`config.mk`:
```
export PLATFORM = sky130hd
export DESIGN_NAME = counter_reg_n
export DESIGN_NICKNAME = d
export VERILOG_FILES = /design/src/rtl/counter_reg_n.sv
export SDC_FILE = /design/constraint.sdc
export NUM_CORES = 1
export LEC_CHECK = 0
export ABC_AREA = 1
export BUFFER_PORTS_ARGS = -buffer_cell sky130_fd_sc_hd__buf_2
export CAP_MARGIN = 20
export CORE_ASPECT_RATIO = 1.1
export CORE_UTILIZATION = 45
export CTS_CLUSTER_DIAMETER = 120
export DETAILED_ROUTE_END_ITERATION = 10
export PLACE_DENSITY = 0.64
export SLEW_MARGIN = 20
export SYNTH_ARGS = -nofsm -noshare
export SYNTH_HDL_FRONTEND = slang
export SYNTH_SLANG_ARGS = --single-unit
export TNS_END_PERCENT = 10
```
`constraint.sdc`:
```
create_clock -name clk -period 1.72 [get_ports clk]
set_input_delay 0.172 -clock clk [delete_from_list [all_inputs] [get_ports clk]]
set_output_delay 0.172 -clock clk [all_outputs]
set_load 0.01 [all_outputs]
```
`src/rtl/counter_reg_n.sv`:
```
// counter_reg_n: N-bit up/down counter with a built-in clock-enable prescaler.
// It has three terminal modes (wrap, saturate, one-shot), a cascade carry and
// a strobe-loaded output register. Everything runs on the single clk domain.
module counter_reg_n #(
  parameter int unsigned WIDTH     = 8,
  parameter int unsigned MAX_VALUE = 255,
  parameter int unsigned DIV_VALUE = 5000000
) (
  input  logic             clk,
  input  logic             clr,
  input  logic [WIDTH-1:0] data_in,
  input  logic             load,
  input  logic             cken,
  input  logic             up_dn,
  input  logic [1:0]       mode,
  input  logic             store,
  output logic [WIDTH-1:0] cnt,
  output logic [WIDTH-1:0] data,
  output logic             tc,
  output logic             rco,
  output logic             done,
  output logic             tick,
  output logic             cled
);

  // DIV_VALUE=1 degenerates to a 1-bit divider stuck at 0, which gives tick=1 every cycle
  localparam int unsigned      DIV_W    = (DIV_VALUE > 1) ? $clog2(DIV_VALUE) : 1;
  localparam logic [DIV_W-1:0] DIV_LAST = DIV_W'(DIV_VALUE - 1);
  localparam logic [WIDTH-1:0] MAX_V    = WIDTH'(MAX_VALUE);
  localparam logic [WIDTH-1:0] ONE      = WIDTH'(1);

  typedef enum logic [1:0] {
    MODE_WRAP    = 2'b00,
    MODE_SAT     = 2'b01,
    MODE_ONESHOT = 2'b10,
    MODE_WRAP_X  = 2'b11
  } mode_e;

  logic [DIV_W-1:0] div_q, div_d;
  logic [WIDTH-1:0] cnt_q, cnt_d;
  logic [WIDTH-1:0] data_q, data_d;
  logic             done_q, done_d;
  logic             cled_q, cled_d;

  logic [WIDTH-1:0] term;
  logic [WIDTH-1:0] load_val;
  logic [WIDTH-1:0] step_val;
  logic             frozen;
  logic             step;
  mode_e            mode_e_w;

  assign mode_e_w = mode_e'(mode);

  // Prescaler: free-running divider, tick on its last state, heartbeat LED toggles per tick
  always_comb begin
    tick   = (div_q == DIV_LAST);
    div_d  = tick ? '0 : div_q + DIV_W'(1);
    cled_d = cled_q ^ tick;
  end

  // Terminal detection, load clamp and step enable
  always_comb begin
    term     = up_dn ? MAX_V : '0;
    tc       = (cnt_q == term);
    rco      = tc & tick & cken;
    load_val = (data_in > MAX_V) ? MAX_V : data_in;
    frozen   = (mode_e_w == MODE_ONESHOT) & done_q;
    step     = tick & cken & ~load & ~frozen;
    step_val = up_dn ? cnt_q + ONE : cnt_q - ONE;
  end

  // Next-state for count, done and the stored output register
  always_comb begin
    cnt_d  = cnt_q;
    done_d = done_q;
    data_d = store ? cnt_q : data_q;   // always samples the pre-edge count
    if (load) begin
      cnt_d  = load_val;
      done_d = 1'b0;
    end else if (step) begin
      if (tc) begin
        unique case (mode_e_w)
          MODE_SAT:     cnt_d = cnt_q;
          MODE_ONESHOT: done_d = 1'b1;
          default:      cnt_d = up_dn ? '0 : MAX_V;   // wrap, and 11 aliases wrap
        endcase
      end else begin
        cnt_d = step_val;
        // one-shot completes on the step that lands on the terminal value
        if (mode_e_w == MODE_ONESHOT && step_val == term) done_d = 1'b1;
      end
    end
  end

  // State registers, asynchronously cleared
  always_ff @(posedge clk or posedge clr) begin
    if (clr) begin
      div_q  <= '0;
      cnt_q  <= '0;
      data_q <= '0;
      done_q <= 1'b0;
      cled_q <= 1'b0;
    end else begin
      div_q  <= div_d;
      cnt_q  <= cnt_d;
      data_q <= data_d;
      done_q <= done_d;
      cled_q <= cled_d;
    end
  end

  assign cnt  = cnt_q;
  assign data = data_q;
  assign done = done_q;
  assign cled = cled_q;

endmodule

```
==> metrics <==
1st-iter DRT viols=106; initial core utilization=between 40% and 50%; IO buf count=36; Final period util=113%; Setup WS pre-CTS=-0.229 ns; Ys Warns=0; H-Tree Depth=2; outcome=finished, violations left; final core occ=66.8%; drt first pass iters=4; post-route ant nets=0; R2R setup slack=-0.17 ns; DP HPWL=5.90 mm; routed vias=2686; clk slew on worst S/H paths=0.08 ns; worst setup path category=reg2out; Final Max Slew Viols=0; first-pass GRT wire length=12.3 mm; Root Buffer=clkbuf_8; WHS=about 0.11 ns; Slew HR=60.9%; worst ir drop on vdd=roughly 0.44 mV; DRC=0; All-Layer GR Usage=about 25%; post-synthesis register bit count=41; Worst-Skew Late Latency=approximately 0.3 ns; clock period minus final worst setup slack=1.94 ns; total length of routed wires=~7.6 mm; Slew @ Worst Pin=slightly below 0.6 ns; # setup viols final=17; CP startpoint=cnt[1]$_DFFE_PP0P_; total gr overflow=0; CP arrival=1.77 ns; vias in the first global route=around 2700; Core Area=0.00581 sq mm; Setup crit end kind=output port; worst reg-to-reg path cell count=15; drt wl/cell=14.0 um; syn_nets=384; post-synth cell types=34; fin area=0.00388 sq mm; Syn Inst Count=359; FMAX=516 MHz; row count=29; worst setup path endpoint=rco; fill cell count=515; Final Hold Vio Count=0; placed cells=526; P&R area growth vs syn=41.8%; die footprint=0.00639 sq mm; via count normalized by instance count=4.96; Die X=76.3 um; register area share after synthesis=37.5%; Placer Congestion=0.942; # IOs=37; total CTS buffers=5; post-route setup TNS=-1.93 ns; Multi-input gate area=0.00169 sq mm; CTS tree=built; synthesized area per cell=7.61 sq um; Clock Sinks=41; Layout Cells excl Fill=541; unrepaired setup endpoints after global routing=true; die height=83.7 um; RR Endpoint=done$_DFFE_PP0P_; clk_skew=0.0104 ns; nets=488; clock tree buffer depth=2; CP max FO=4; max_cap viols=0; PnR Total Power=2.83 mW; failing checks=setup timing; final setup margin=-0.218 ns; most common cell after layout, fill and taps aside=nand2_1; worst r2r src=cnt[4]$_DFFE_PP0P_; Worst Path Required=~1.6 ns; pwr/cell area=approximately 730 mW/mm^2; number of diodes=0; initial antenna violation count=0; Leakage=around 2.0 nW; largest net degree at the start of global routing=18; Area after DPL=around 0.0035 sq mm; layout cell share with drive strength beyond 1=42.5%; Reg area=0.00103 sq mm; critical path startpoint category=register; commonest non-fill, non-tap cells in the layout=65 x nand2_1, 61 x buf_4, 54 x inv_1; worst hold path class=in2reg; Mapped Area=0.00273 sq mm
[state kept, by name, indices dropped and copies added (netlist names)]
name,count
cled,1
cnt,8
data,8
div_q,23
done,1
[timing repair]
item / 4_1_cts / 5_1_grt
setup endpoints to repair: 20 / 28
buffers inserted: 1 / 5
pin swaps: 3 / 12
gates resized for setup: 23 / 35
hold endpoints to repair: 14 / 0
hold buffers: 1 / 0
[worst min path at each step]
stage	startpoint	to	slack, ns	cells past startpoint
5_1_grt	load	done$_DFFE_PP0P_	0.12	2
2_1_floorplan	load	done$_DFFE_PP0P_	0.24	1
3_3_place_gp	clr	data[1]$_DFFE_PP0P_	0.27	2
3_5_place_dp	clr	data[2]$_DFFE_PP0P_	0.27	2
4_1_cts	load	done$_DFFE_PP0P_	0.12	2
6_report	load	done$_DFFE_PP0P_	0.11	2
[worst max-delay path, stage by stage (launching register included)]
cell and delay (ns):
dfrtp_2 0.46, ha_4 0.29, nand2_1 0.05, a21oi_2 0.12, nand3_2 0.12, buf_6 0.15, nor3_4 0.14, buf_2 0.15
[cells in the mapped netlist]
library cell  instances  share of area [%]
or2_0                 1               0.23
nor3b_1               1               0.27
a211oi_1              1               0.27
o21ai_0              12                2.2
a21oi_2               1               0.32
nor4_4                1               0.78
inv_2                 4               0.55
nand3_1              27                4.9
nor4_2                1               0.46
dfrtp_1              41                 38
nand2_2               3               0.69
nor2_1               31                4.3
ha_1                  8                3.7
nor3_1               10                1.8
clkinv_2              2               0.37
nand3_2               2               0.73
buf_12                1               0.73
xor2_2                1               0.60
nor3_2                3                1.1
nor2_2                3               0.69
nand4_1               9                2.1
nand4_2               2               0.92
a21oi_1              17                3.1
nor4_1                4               0.92
xor2_1               13                4.2
fa_1                  1               0.73
nand2_1              76                 10
or2_2                 8                1.8
buf_6                 2               0.82
nand2_4               2               0.82
clkbuf_1              3               0.41
xnor2_1               4                1.3
inv_1                56                7.7
o21ai_2               8                2.6
[layer usage]
metal,track usage (%),up-vias,share of wire [%]
met3,2.84,24,2.1
met4,10.5,0,3.9
met1,27.0,1243,39
met2,47.4,58,55
met5,0,-,0
li1,-,1361,-
[logic make-up after synthesis]
logic type / after synthesis / synth area share (%)
AND/OR/NAND/NOR: 184 / 33.0
buffers and inverters: 68 / 10.6
flip-flops: 41 / 37.5
AO/OA/AOI/OAI: 39 / 8.47
XOR/XNOR: 18 / 6.04
adder cells (fa/ha/maj): 9 / 4.40
[cell type report]
type / count / area share (%)
clock buffers: 5 / 1.78
clock inverters: 3 / 0.646
well taps: 77 / 2.49
repair buffers: 103 / 18.3
multi-input cells: 250 / 43.7
flip-flops and latches: 41 / 26.6
inverters: 62 / 6.46
[where the power goes]
group | leakage [nW] | total (mW) | internal [mW] | switching (mW)
registers | 0.518 | 1.10 | 1.03 | 0.0655
logic | 1.45 | 1.07 | 0.485 | 0.584
clock network | 0.0447 | 0.666 | 0.293 | 0.372
total | 2.01 | 2.83 | 1.81 | 1.02
(Power assumes the default switching activity.)
